[src/rtl/fetch_unit.sv]
// Instruction-fetch stage: owns the PC, issues single-outstanding word reads and
// buffers returned instructions for decode. Optional FETCH_PERF_CNT_EN adds perf counters.
module fetch_unit #(
  parameter int                  PC_WIDTH   = 16,
  parameter int                  INST_WIDTH = 32,
  parameter logic [PC_WIDTH-1:0] RESET_PC   = '0,
  parameter int                  BUF_DEPTH  = 2
) (
  input  logic                  clk,
  input  logic                  reset_n,
  input  logic                  redirect,
  input  logic                  jump_address,
  input  logic [PC_WIDTH-1:0]   jump_imm_target,
  input  logic [PC_WIDTH-1:0]   jump_reg_target,
  output logic                  imem_req,
  output logic [PC_WIDTH-1:0]   imem_addr,
  input  logic                  imem_ack,
  input  logic [INST_WIDTH-1:0] imem_data,
  output logic                  inst_valid,
  input  logic                  inst_ready,
  output logic [INST_WIDTH-1:0] inst,
  output logic [PC_WIDTH-1:0]   inst_pc
`ifdef FETCH_PERF_CNT_EN
  ,
  output logic [31:0]           perf_redirects,
  output logic [31:0]           perf_bubbles
`endif
);

  localparam int PTR_W = (BUF_DEPTH > 2) ? 2 : 1;
  localparam int CNT_W = PTR_W + 1;

  logic [PC_WIDTH-1:0]   pc;
  logic                  discard;
  logic [PTR_W-1:0]      rd_ptr;
  logic [PTR_W-1:0]      wr_ptr;
  logic [CNT_W-1:0]      count;
  logic [CNT_W-1:0]      occupancy;
  logic [INST_WIDTH-1:0] buf_inst [BUF_DEPTH];
  logic [PC_WIDTH-1:0]   buf_pc   [BUF_DEPTH];
  logic [INST_WIDTH-1:0] hold_inst;
  logic [PC_WIDTH-1:0]   hold_pc;
  logic [PC_WIDTH-1:0]   target;
  logic                  ack_vld;
  logic                  push;
  logic                  pop;
  logic                  issue;

  assign target     = jump_address ? jump_imm_target : jump_reg_target;
  assign ack_vld    = imem_req & imem_ack;
  assign inst_valid = (count != '0);
  assign occupancy  = count + CNT_W'(imem_req);

  // Redirect cancels both the incoming response and any same-cycle pop.
  assign push  = ack_vld & ~discard & ~redirect;
  assign pop   = inst_valid & inst_ready & ~redirect;
  assign issue = ~imem_req & ~redirect & (occupancy < CNT_W'(BUF_DEPTH));

  // Empty buffer shows the last head presented rather than stale storage.
  assign inst    = inst_valid ? buf_inst[rd_ptr] : hold_inst;
  assign inst_pc = inst_valid ? buf_pc[rd_ptr]   : hold_pc;

  always_ff @(posedge clk) begin
    if (!reset_n) begin
      pc        <= RESET_PC;
      imem_req  <= 1'b0;
      imem_addr <= RESET_PC;
      discard   <= 1'b0;
      rd_ptr    <= '0;
      wr_ptr    <= '0;
      count     <= '0;
      hold_inst <= '0;
      hold_pc   <= '0;
    end else begin
      if (redirect) begin
        pc     <= target;
        rd_ptr <= '0;
        wr_ptr <= '0;
        count  <= '0;
        // A response still in flight belongs to the wrong path.
        if (imem_req) begin
          if (imem_ack) begin
            imem_req <= 1'b0;
            discard  <= 1'b0;
          end else begin
            discard  <= 1'b1;
          end
        end
      end else begin
        if (issue) begin
          imem_req  <= 1'b1;
          imem_addr <= pc;
          pc        <= pc + PC_WIDTH'(1);
        end else if (ack_vld) begin
          imem_req <= 1'b0;
          discard  <= 1'b0;
        end
        if (push) wr_ptr <= wr_ptr + PTR_W'(1);
        if (pop)  rd_ptr <= rd_ptr + PTR_W'(1);
        if (push && !pop)      count <= count + CNT_W'(1);
        else if (!push && pop) count <= count - CNT_W'(1);
      end
      if (inst_valid) begin
        hold_inst <= buf_inst[rd_ptr];
        hold_pc   <= buf_pc[rd_ptr];
      end
    end
  end

  // Buffer storage carries data only; occupancy is tracked by the control above.
  always_ff @(posedge clk) begin
    if (push) begin
      buf_inst[wr_ptr] <= imem_data;
      buf_pc[wr_ptr]   <= imem_addr;
    end
  end

`ifdef FETCH_PERF_CNT_EN
  always_ff @(posedge clk) begin
    if (!reset_n) begin
      perf_redirects <= '0;
      perf_bubbles   <= '0;
    end else begin
      if (redirect)                  perf_redirects <= perf_redirects + 32'd1;
      if (inst_ready && !inst_valid) perf_bubbles   <= perf_bubbles + 32'd1;
    end
  end
`endif

endmodule
[config.mk]
export PLATFORM = sky130hd
export DESIGN_NAME = fetch_unit
export DESIGN_NICKNAME = d
export VERILOG_FILES = /design/src/rtl/fetch_unit.sv
export SDC_FILE = /design/constraint.sdc
export NUM_CORES = 1
export LEC_CHECK = 0
export ABC_AREA = 1
export CAP_MARGIN = 10
export CORE_ASPECT_RATIO = 0.75
export CORE_MARGIN = 3
export CORE_UTILIZATION = 60
export CTS_CLUSTER_DIAMETER = 80
export DETAILED_ROUTE_END_ITERATION = 10
export DONT_BUFFER_PORTS = 1
export HOLD_SLACK_MARGIN = 0.06
export PLACE_DENSITY_LB_ADDON = 0.08
export SYNTH_ARGS = -nofsm -noshare
export SYNTH_HDL_FRONTEND = slang
export SYNTH_SLANG_ARGS = --single-unit
[constraint.sdc]
create_clock -name clk -period 11.31 [get_ports clk]
set_input_delay 1.6965 -clock clk [delete_from_list [all_inputs] [get_ports clk]]
set_output_delay 1.6965 -clock clk [all_outputs]
set_load 0.05 [all_outputs]
# == Word level (Yosys, flattened, before mapping) ==
# Memory sizes are Yosys's and may differ from the RTL's. A register that Yosys moved wholly into a read port is not among the register bits.
# Index checks and enable logic that the tools add are counted.
# word_totals
regBits,86
ramBits,96
inputBits,70
output_inout_bits,66
elab_cells,64
memories,2
# mem_list
name,words,width,read_ports,rd_ports_with_merged_regs,wr,line_no,text
buf_inst,2,32,1,1,1,39,logic [INST_WIDTH-1:0] buf_inst [BUF_DEPTH];
buf_pc,2,16,1,1,1,40,logic [PC_WIDTH-1:0] buf_pc [BUF_DEPTH];
# classes
add_sub_neg,6
n_lt_le_gt_ge,1
n_eq_ne,2
muxes,21
bitwise,11
n_reduce_logical,12
# op_table
cell,count
two-way mux 16 bit,4
two-way mux 32 bit,1
adder 16 x 1 -> 16 bit (second input constant),1
two-way mux 1 bit,14
nonzero test 2 bit,4
AND 1 bit,7
two-way mux 2 bit,2
inverter 1 bit,4
AND reduction 3 bit,1
nonzero test 3 bit,1
adder 1 bit (second input constant),2
adder 2 x 1 -> 2 bit,1
adder 2 x 1 -> 2 bit (second input constant),1
logical AND 1 bit,2
logical NOT 1 bit,2
less-than comparator 2 bit (second input constant),1
!= test 2 x 1 -> 1 bit (second input constant),1
!= test 2 bit (second input constant),1
AND reduction 2 bit,1
OR reduction 2 bit,1
subtractor 2 x 1 -> 2 bit (second input constant),1

# == Longest topological paths before layout ==
# depth
ltp_word,7
ltp_mapped,10
depth_no_buf,9

# == Least setup slack after synthesis ==
# No wires, ideal clock.
# synth_timing
kind,input -> register
startpoint,input redirect
endpoint,"memory buf_inst[1][0], enable pin"
arrival_ps,4252
t_required_ps,10855
setup_slack_ps,6603
path_stages,4
path_buffers,1
cell_sequence,buf_2 -> nor3_1 -> inv_1 -> nor2_1
# synth_via
elab_chain_cells,4
# synth_lines
item,line_no,text
from (decl),11,"input logic redirect,"
inverter 1 bit,55,assign push = ack_vld & ~discard & ~redirect;
AND 1 bit,55,
net push,45,logic push;
two-way mux 1 bit,112,if (push) begin
two-way mux 1 bit (implied by the code),113,buf_inst[wr_ptr] <= imem_data;
to (decl),39,
# The timed path passes the listed nets, and every way through them passes these cells.

# == Worst setup path in the final report ==
# layout_timing
startpoint,register count[1]
endpoint,output inst[3]
# layout_via
elab_chain_cells,2
# layout_lines
item,line_no,text
from (decl),37,logic [CNT_W-1:0] count;
from (signal assigned),100,if (push && !pop) count <= count + CNT_W'(1);
from (signal assigned),101,else if (!push && pop) count <= count - CNT_W'(1);
nonzero test 2 bit,51,assign inst_valid = (count != '0);
net inst_valid,19,"output logic inst_valid,"
two-way mux 32 bit,n/a,
to (decl),21,"output logic [INST_WIDTH-1:0] inst,"
# The timed path passes the listed nets, and every way through them passes these cells.

==> out/qor.yml <==
status: "completed"
num_vias: 4970
clock_sinks: 183
wl_per_cell_um: 17.0
cts_tree: "built"
port_buffers: 0
dp_slack_ns: 6.88
cp_max_fo: 49
critPathRequiredTime_ns: 9.61
synth-main-ff-cell: "edfxtp_1"
synth_fp_nets: 806
timing.final.ws_setup_ns: 6.48
synthArstFlopShare_pct: 0
grt_pass1_wl_um: 24400
seq_area_frac_synth_pct: 62.3
cts_buffer_depth: 2
end_kind: "output pin"
io_pins: 136
cts_hold_buf: 0
grt_overflow: 0
synth_area_leaders: "edfxtp_1 39%, dfxtp_1 23%, a21oi_2 5.9%"
slew_viol_final: 0
maxCapViolations: 0
r2r_setup_slack_ns: 8.29
finalHoldViolations: 0
finClkSkew_ns: 0.00959
cts_made_buffers: 17
h-tree-depth: 4
post_cts_buffers: 0
ys_seq_elements: 183
initial_core_util_pct: 62.8
first_iter_violations: 372
clkTransAtPathRegs_ns: 0.06
syn_avg_cell_area_um2: 10.1
synthesis.area_um2: 7420
rows: 34
ys.warnings.count: 0
layout-drive-gt1-share_pct: 13.3
reg2reg_to: "hold_inst[3]"
vias_per_cell: 5.57
ys_top_cells_by_count: "102 x nand2_1, 101 x nor2_1, 96 x edfxtp_1"
tightest_slew_ns: 1.13
r2r_cells: 7
drt-total-wl_um: 15200
critPathLaunchType: "flop"
yosysUniqueCellTypes: 31
fin_nets: 789
grt_max_degree: 78
p_per_area_nw_per_um2: 181
worstSetupPathType: "reg2out"
fin_tns_setup_ns: 0
finalCritPeriodShare_pct: 42.7
period_needed_ns: 4.83
die_w_um: 134
place.gp.congestion: 0.860
cts_root_buffer: "clkbuf_16"
final-setup-viol-count: 0
synthCells: 734
antenna_cells: 0
worstHoldPathType: "reg2reg"
die_h_um: 102
core_area_um2: 11800
min-delay-start: "rd_ptr"
synth_top_cell_by_area: "edfxtp_1"
relSlewSlack_pct: 24.7
fmax_ghz: 0.207
synth_edf_count: 96
ir_drop_mv: 0.124
first_pass_iters: 5
insertion_delay_ns: 0.42
synth_top_area_share_pct: 38.8
area_delta_synth_final_pct: 7.72
power_w: 0.00145
cts_resized: 0
grt_usage_pct: 22.8
hold_path_depth: 2
drc_errors: 0
rsz0062_at_grt: "no"
arrival_ns: 3.14
ant_nets: 0
leakagePower_nw: 3.04
antenna_found_initial: 0
worstReg2RegStart: "count[1]"
dp_hpwl_um: 9830
grt_pass1_vias: 4759
die_area_um2: 13800
yosysMostFrequentCell: "nand2_1"
[layout make-up]
type	instances	area [um2]
fillers	941	3830
flip-flops and latches	183	4630
clock inverters	14	133
repair buffers	5	37.5
multi-input cells	473	2430
well taps	162	203
inverters	37	139
clock buffers	18	429
[layer usage]
layer	global-route usage, %	vias to the layer above	routed length (um)	part of all wire [%]
met2	34.8	190	6940	46
met3	7.78	17	1540	10
met5	0	-	0	0
met4	7.75	0	147	0.97
li1	-	2443	-	-
met1	30.9	2320	6540	43
[how the worst max path moves through the flow]
stage               slack, ns              to  startpoint
floorplan                6.60  buf_inst[1][0]    redirect
global placement         7.01     inst_pc[14]    count[1]
detailed placement       6.88         inst[9]    count[1]
CTS                      6.42         inst[9]    count[1]
global route             6.28     inst_pc[12]    count[1]
finish                   6.48         inst[3]    count[1]
[power breakdown]
group	internal, W	switching (W)	total [W]
Clock	0.000293	0.000262	0.000555
Combinational	0.0000294	0.000107	0.000136
Sequential	0.000723	0.0000354	0.000758
[stage by stage]
stage          std cells  util, %  instance area [um2]  hold WS (ns)
6_report             892     67.6                 8000         0.484
2_1_floorplan        734        -                 7420         0.447
3_5_place_dp         860     62.9                 7430         0.462
3_3_place_gp         860     62.9                 7430         0.460
5_1_grt              892     67.6                 8000         0.532
4_1_cts              892     67.6                 8000         0.481
[worst max-delay path, stage by stage, from the launching register on]
cell and delay (ns):
dfxtp_1 0.43, nor2_4 0.05, buf_4 0.32, inv_2 0.41, buf_4 0.50, nor2_1 0.09, a21oi_1 0.88
[cell usage in the layout (no fill, tap or decap), types with 2 or more instances in the layout]
cell,netlist,routed
a211oi_1,2,2
a21oi_1,77,77
a21oi_2,50,50
and2_1,48,48
buf_4,9,5
clkbuf_16,0,17
clkinv_4,0,3
dfxtp_1,87,86
edfxtp_1,96,96
ha_1,2,2
inv_1,34,34
inv_2,3,3
inv_6,0,3
inv_8,0,6
nand2_1,102,102
nand3_1,22,22
nand4_1,3,3
nor2_1,101,99
nor2_2,2,2
nor2_4,1,3
nor3_1,10,10
o21ai_0,44,44
o21ai_1,2,2
xor2_1,2,2
[cell families after synthesis]
| group | count (synthesis) | share of synthesized area, % |
|---|---|---|
| flip-flops | 183 | 62.3 |
| XOR/XNOR | 2 | 0.236 |
| AND/OR/NAND/NOR | 291 | 17.3 |
| buffers and inverters | 78 | 5.17 |
| AO/OA/AOI/OAI | 178 | 14.7 |
| adder cells (fa/ha/maj) | 2 | 0.337 |
[registers in the layout (all words and copies together), names as in the netlist, named ones only]
signal and cells:
wr_ptr 1, count 2, imem_addr 16, buf_pc 32
buf_inst 64, rd_ptr 1, imem_req 1, pc 16
discard 1, hold_pc 16, hold_inst 32
(Power assumes the default switching activity.)
